File: config.mk
export PLATFORM = sky130hd
export DESIGN_NAME = tt_um_ks_accum_sub
export DESIGN_NICKNAME = d
export VERILOG_FILES = /design/src/rtl/tt_um_ks_accum_sub_pkg.sv /design/src/rtl/tt_um_ks_accum_sub_ks_add4_cin.sv /design/src/rtl/tt_um_ks_accum_sub.sv
export SDC_FILE = /design/constraint.sdc
export NUM_CORES = 1
export LEC_CHECK = 0
export CAP_MARGIN = 20
export CORE_MARGIN = 8
export CORE_UTILIZATION = 53
export CTS_CLUSTER_SIZE = 40
export DETAILED_ROUTE_END_ITERATION = 6
export PLACE_DENSITY = 0.88
export SYNTH_ARGS = -nofsm -noshare
export SYNTH_HDL_FRONTEND = slang
export SYNTH_SLANG_ARGS = --single-unit
File: constraint.sdc
create_clock -name clk -period 5.62 [get_ports clk]
set_input_delay 0.562 -clock clk [delete_from_list [all_inputs] [get_ports clk]]
set_output_delay 0.562 -clock clk [all_outputs]
set_load 0.02 [all_outputs]
File: src/rtl/tt_um_ks_accum_sub_pkg.sv
// ---------------------------------------------------------------------------
// tt_um_ks_accum_sub_pkg: opcodes, FSM encoding and uio bit map. Rev 1.0
// ---------------------------------------------------------------------------
`default_nettype none

package tt_um_ks_accum_sub_pkg;

  localparam logic [1:0] OP_LOAD  = 2'b00;
  localparam logic [1:0] OP_ADD   = 2'b01;
  localparam logic [1:0] OP_SUB   = 2'b10;
  localparam logic [1:0] OP_CLEAR = 2'b11;

  typedef enum logic [1:0] {
    ST_IDLE = 2'd0,
    ST_LO   = 2'd1,
    ST_HI   = 2'd2,
    ST_DONE = 2'd3
  } state_t;

  localparam int STROBE_BIT = 2;
  localparam int BUSY_BIT   = 3;
  localparam int DONE_BIT   = 4;
  localparam int CARRY_BIT  = 5;
  localparam int ZERO_BIT   = 6;
  localparam int OVF_BIT    = 7;

  localparam logic [7:0] UIO_OE_VAL = 8'hF8;

endpackage

`default_nettype wire

File: src/rtl/tt_um_ks_accum_sub_ks_add4_cin.sv
// ---------------------------------------------------------------------------
// ks_add4_cin: combinational 4-bit Kogge-Stone adder with carry-in. Rev 1.0
// ---------------------------------------------------------------------------
`default_nettype none

module ks_add4_cin (
  input  logic [3:0] a,
  input  logic [3:0] b,
  input  logic       cin,
  output logic [3:0] sum,
  output logic       cout
);

  logic [3:0] p;
  logic [3:0] g;
  logic [3:0] g0;
  logic [3:0] g1;
  logic [3:2] p1;
  logic [3:0] g2;

  assign p = a ^ b;
  assign g = a & b;

  // Carry-in is folded into the bit-0 generate so the prefix tree needs no extra column.
  assign g0 = {g[3:1], g[0] | (p[0] & cin)};

  assign g1[0] = g0[0];
  generate
    for (genvar i = 1; i < 4; i++) begin : g_lvl1
      assign g1[i] = g0[i] | (p[i] & g0[i-1]);
    end
    for (genvar i = 2; i < 4; i++) begin : g_lvl1_p
      assign p1[i] = p[i] & p[i-1];
    end
    for (genvar i = 0; i < 4; i++) begin : g_lvl2
      if (i >= 2) begin : g_span
        assign g2[i] = g1[i] | (p1[i] & g1[i-2]);
      end else begin : g_pass
        assign g2[i] = g1[i];
      end
    end
  endgenerate

  assign sum  = p ^ {g2[2:0], cin};
  assign cout = g2[3];

endmodule

`default_nettype wire

File: src/rtl/tt_um_ks_accum_sub.sv
// ---------------------------------------------------------------------------
// tt_um_ks_accum_sub: strobed 8-bit accumulator, two nibble passes through one adder. Rev 1.0
// ---------------------------------------------------------------------------
`default_nettype none

module tt_um_ks_accum_sub #(
  parameter int SYNC_STAGES = 2
) (
  input  logic       clk,
  input  logic       rst_n,
  input  logic       ena,
  input  logic [7:0] ui_in,
  input  logic [7:0] uio_in,
  output logic [7:0] uo_out,
  output logic [7:0] uio_out,
  output logic [7:0] uio_oe
);

  import tt_um_ks_accum_sub_pkg::*;

  logic [SYNC_STAGES-1:0] sync_q;
  logic                   strobe_prev;
  logic                   accept;
  state_t                 state;
  state_t                 state_next;
  logic                   busy;
  logic                   done;
  logic [7:0]             acc;
  logic [7:0]             opa;
  logic [7:0]             opb;
  logic                   op_cin;
  logic                   nib_carry;
  logic                   carry;
  logic                   zero;
  logic                   ovf;
  logic [7:0]             eff_a;
  logic [7:0]             eff_b;
  logic                   eff_cin;
  logic [3:0]             add_a;
  logic [3:0]             add_b;
  logic                   add_cin;
  logic [3:0]             add_sum;
  logic                   add_cout;
  logic                   unused_inputs;

  assign unused_inputs = &{1'b0, ena, uio_in[7:3]};

  always_ff @(posedge clk or negedge rst_n) begin
    if (!rst_n) begin
      sync_q      <= '0;
      strobe_prev <= 1'b0;
    end else begin
      sync_q[0] <= uio_in[STROBE_BIT];
      for (int i = 1; i < SYNC_STAGES; i++) begin
        sync_q[i] <= sync_q[i-1];
      end
      strobe_prev <= sync_q[SYNC_STAGES-1];
    end
  end

  always_comb begin
    eff_a   = acc;
    eff_b   = ui_in;
    eff_cin = 1'b0;
    case (uio_in[1:0])
      OP_SUB: begin
        eff_b   = ~ui_in;
        eff_cin = 1'b1;
      end
      OP_LOAD:  eff_a = 8'h00;
      OP_CLEAR: begin
        eff_a = 8'h00;
        eff_b = 8'h00;
      end
      default: eff_cin = 1'b0;
    endcase
  end

  always_ff @(posedge clk or negedge rst_n) begin
    if (!rst_n) begin
      state <= ST_IDLE;
    end else begin
      state <= state_next;
    end
  end

  always_comb begin
    state_next = state;
    busy       = 1'b0;
    done       = 1'b0;
    accept     = 1'b0;
    case (state)
      ST_IDLE: begin
        accept = sync_q[SYNC_STAGES-1] & ~strobe_prev;
        if (accept) state_next = ST_LO;
      end
      ST_LO: begin
        busy       = 1'b1;
        state_next = ST_HI;
      end
      ST_HI: begin
        busy       = 1'b1;
        state_next = ST_DONE;
      end
      default: begin
        done       = 1'b1;
        state_next = ST_IDLE;
      end
    endcase
  end

  // The single adder sees the low nibble in LO and the high nibble in HI.
  assign add_a   = (state == ST_HI) ? opa[7:4] : opa[3:0];
  assign add_b   = (state == ST_HI) ? opb[7:4] : opb[3:0];
  assign add_cin = (state == ST_HI) ? nib_carry : op_cin;

  ks_add4_cin u_add (
    .a    (add_a),
    .b    (add_b),
    .cin  (add_cin),
    .sum  (add_sum),
    .cout (add_cout)
  );

  always_ff @(posedge clk or negedge rst_n) begin
    if (!rst_n) begin
      acc       <= 8'h00;
      opa       <= 8'h00;
      opb       <= 8'h00;
      op_cin    <= 1'b0;
      nib_carry <= 1'b0;
      carry     <= 1'b0;
      zero      <= 1'b0;
      ovf       <= 1'b0;
    end else begin
      if (accept) begin
        opa    <= eff_a;
        opb    <= eff_b;
        op_cin <= eff_cin;
      end
      if (state == ST_LO) begin
        acc[3:0]  <= add_sum;
        nib_carry <= add_cout;
      end
      if (state == ST_HI) begin
        acc[7:4] <= add_sum;
        carry    <= add_cout;
        zero     <= ({add_sum, acc[3:0]} == 8'h00);
        ovf      <= (opa[7] == opb[7]) && (add_sum[3] != opa[7]);
      end
    end
  end

  always_comb begin
    uio_out            = 8'h00;
    uio_out[BUSY_BIT]  = busy;
    uio_out[DONE_BIT]  = done;
    uio_out[CARRY_BIT] = carry;
    uio_out[ZERO_BIT]  = zero;
    uio_out[OVF_BIT]   = ovf;
  end

  assign uo_out = acc;
  assign uio_oe = UIO_OE_VAL;

endmodule

`default_nettype wire

==> qor.csv <==
metric;value;unit
outcome;complete, no violations;
fp.dieArea;5670;um2
synthDistinctLibCells;27;
startpoint;state[0];
route.detailed.drc;0;
floorplan.initialDensity;0.554;
netlist_top_cells_area;dfrtp_1, mux2_2, buf_4;
p_per_area;595;nW/um2
hold_violations;0;
synthTopCellsByCount;dfrtp_1, nand2_1, o21ai_0, buf_4, mux2_2;
fp.dieH;75.3;um
htreeDepth;2;
holdWs;0.357;ns
setup_viol;0;
synth_edf_count;0;
rsz0062_at_grt;false;
ctsHoldBuffers;0;
dp_hpwl;2.45;mm
row_count;21;
yosysTopAreaCell;dfrtp_1;
maxCapViolCount;0;
arrival;3.58;ns
critical_path_class;register to register;
syn_avg_cell_area;10.7;um2
crit_fanout;24;
worstPathRequired;5.86;ns
yosys_warnings;0;
cp-end-kind;register;
area_growth_syn_to_layout;14.7;%
switching_share;0.405;
antenna_found_initial;0;
yosysMostFrequentCell;dfrtp_1;
avgRoutedWirePerCell;14.1;um
final_nets;225;
period_needed;3.34;ns
post_cts_resized;0;
yosys.area.top_type_share;0.456;
clk_latency;0.33;ns
design.core.area;3360;um2
grt_usage;0.132;
pwr-share-clk;0.110;
die_w;75.3;um
finClkSkew;0.00961;ns
setup_tns;0;ns
grt_pass1_vias;1270;
rr_worst_depth;8;
vias_per_cell;5.12;
slowest_stage;ha_1;
grt_pass1_wl;5.70;mm
cts_setup_buffers;0;
portBuffers;25;
drt_first_pass_iters;4;
pwr-share-seq;0.339;
ir_drop;0.000361;V
overflow;0;
r2r_slack;2.28;ns
synth-seq-cells;34;
cts_tree;built;
worstSetupEndpoint;zero;
syn_area;1860;um2
maxSlewViolCount;0;
cp_common_cell;fa_1;
postSynthCellCount;175;
p_switching;0.000516;W
reg2reg_from;state[0];
diodes;0;
drtIter0Drc;63;
cts_root_buf;clkbuf_4;
relSlewSlack;0.385;
drt_wl_total;3.40;mm
cts.sinks;34;
min_path_type;register to register;
drive_gt1_frac;0.138;
power.internal;0.000757;W
tightestPinTransition;0.923;ns
cts_buffer_depth;2;
power_frac_comb;0.551;
gp_congestion;0.771;
critPathLaunchType;register;
cts_inserted_buffers;5;
pin_count;43;
reg2reg_to;zero;
path_clk_slew;0.10;ns
p_leak;0.996;nW
grt_max_degree;35;
drtAntennaViolNets;0;
slowest_delay;0.76;ns
async_flop_share;1.00;
min_period_over_period;0.594;
path_cells;inv_1, ha_1, mux2_2, fa_1, fa_1, nor4b_1, nand3_1, o22ai_1;
synthFlopType;dfrtp_1;
num_vias;1240;
yosysSeqAreaShare;0.456;
fmax;300;MHz
==> cell type report <==
cell class | count | area [um2]
Clock buffer | 7 | 55.1
Timing Repair Buffer | 27 | 273
Inverter | 4 | 15.0
Multi-Input combinational cell | 123 | 882
Sequential cell | 34 | 851
Tap cell | 46 | 57.6
Fill cell | 295 | 1220
Clock inverter | 1 | 5.00
==> per-layer routing <==
metal,global-route usage,part of all wire
met3,0.0408,0.061
met1,0.165,0.45
met2,0.205,0.47
met5,0,0
met4,0.0597,0.016
==> registers in the layout, summed over array words and instances, names as in the netlist <==
name,flops
carry,1
nib_carry,1
op_cin,1
opa,8
opb,8
ovf,1
state,2
strobe_prev,1
sync_q,2
uo_out,8
zero,1
==> metrics by stage <==
step / setup WS, ns / instance area, um2 / cells / utilization / power (W)
finish: 2.28 / 2140 / 242 / 0.636 / 0.00127
global route: 2.05 / 2140 / 242 / 0.636 / 0.00138
CTS: 2.30 / 2120 / 241 / 0.631 / 0.00128
detailed placement: 2.31 / 2060 / 233 / 0.613 / 0.00114
global placement: 2.36 / 2060 / 233 / 0.613 / 0.00111
floorplan: 2.97 / 1900 / 184 / - / 0.000948
==> layout by cell type (no fill, tap or decap), drive strengths merged, types with 2 or more instances in the layout <==
master          n
buf             2
fa              2
xnor2           2
clkdlybuf4s50  25
conb           11
a21o            2
clkbuf          7
nand2          20
nor2            6
a21oi           6
nor4b           2
mux2           17
mux2i           9
nand2b         10
ha              9
o21ai          18
nand3           2
nor3            2
inv             4
dfrtp          34
==> critical path: cells and delay by family, from the launching register on <==
| kind | cells | cell delay, ns |
|---|---|---|
| adders and majority gates | 3 | 1.72 |
| muxes | 1 | 0.44 |
| buffers and inverters | 1 | 0.09 |
| and+or+nand+nor | 2 | 0.43 |
| DFF | 1 | 0.43 |
| AOI/OAI and AO/OA | 1 | 0.13 |
==> worst min-delay path by stage <==
stage / start / end / slack (ns) / cells after the start
after CTS: sync_q[0] / sync_q[1] / 0.36 / 0
after global routing: sync_q[0] / sync_q[1] / 0.37 / 0
after floorplan: rst_n / carry / 0.27 / 0
after global placement: sync_q[0] / sync_q[1] / 0.33 / 0
after detailed placement: sync_q[0] / sync_q[1] / 0.33 / 0
final: sync_q[0] / sync_q[1] / 0.36 / 0
==> power groups by stage <==
stage	Clock (W)	Combinational, W	Sequential, W
after global placement	0	0.000677	0.000428
after detailed placement	0	0.000701	0.000437
after CTS	0.000144	0.000705	0.000432
after global routing	0.000154	0.000775	0.000448
final	0.000140	0.000701	0.000432
after floorplan	0	0.000496	0.000452
==> kinds of logic (layout without fill, tap and decap cells) <==
family	Yosys count	in the layout	synth area share
AO/OA/AOI/OAI	28	28	0.0866
XOR/XNOR	2	2	0.00940
adder cells (fa/ha/maj)	11	11	0.0819
buffers and inverters	27	39	0.0886
flip-flops	34	34	0.456
multiplexers	26	26	0.155
other	2	11	0.00403
AND/OR/NAND/NOR	45	45	0.118
No activity file was read; power rests on OpenSTA's default activity.
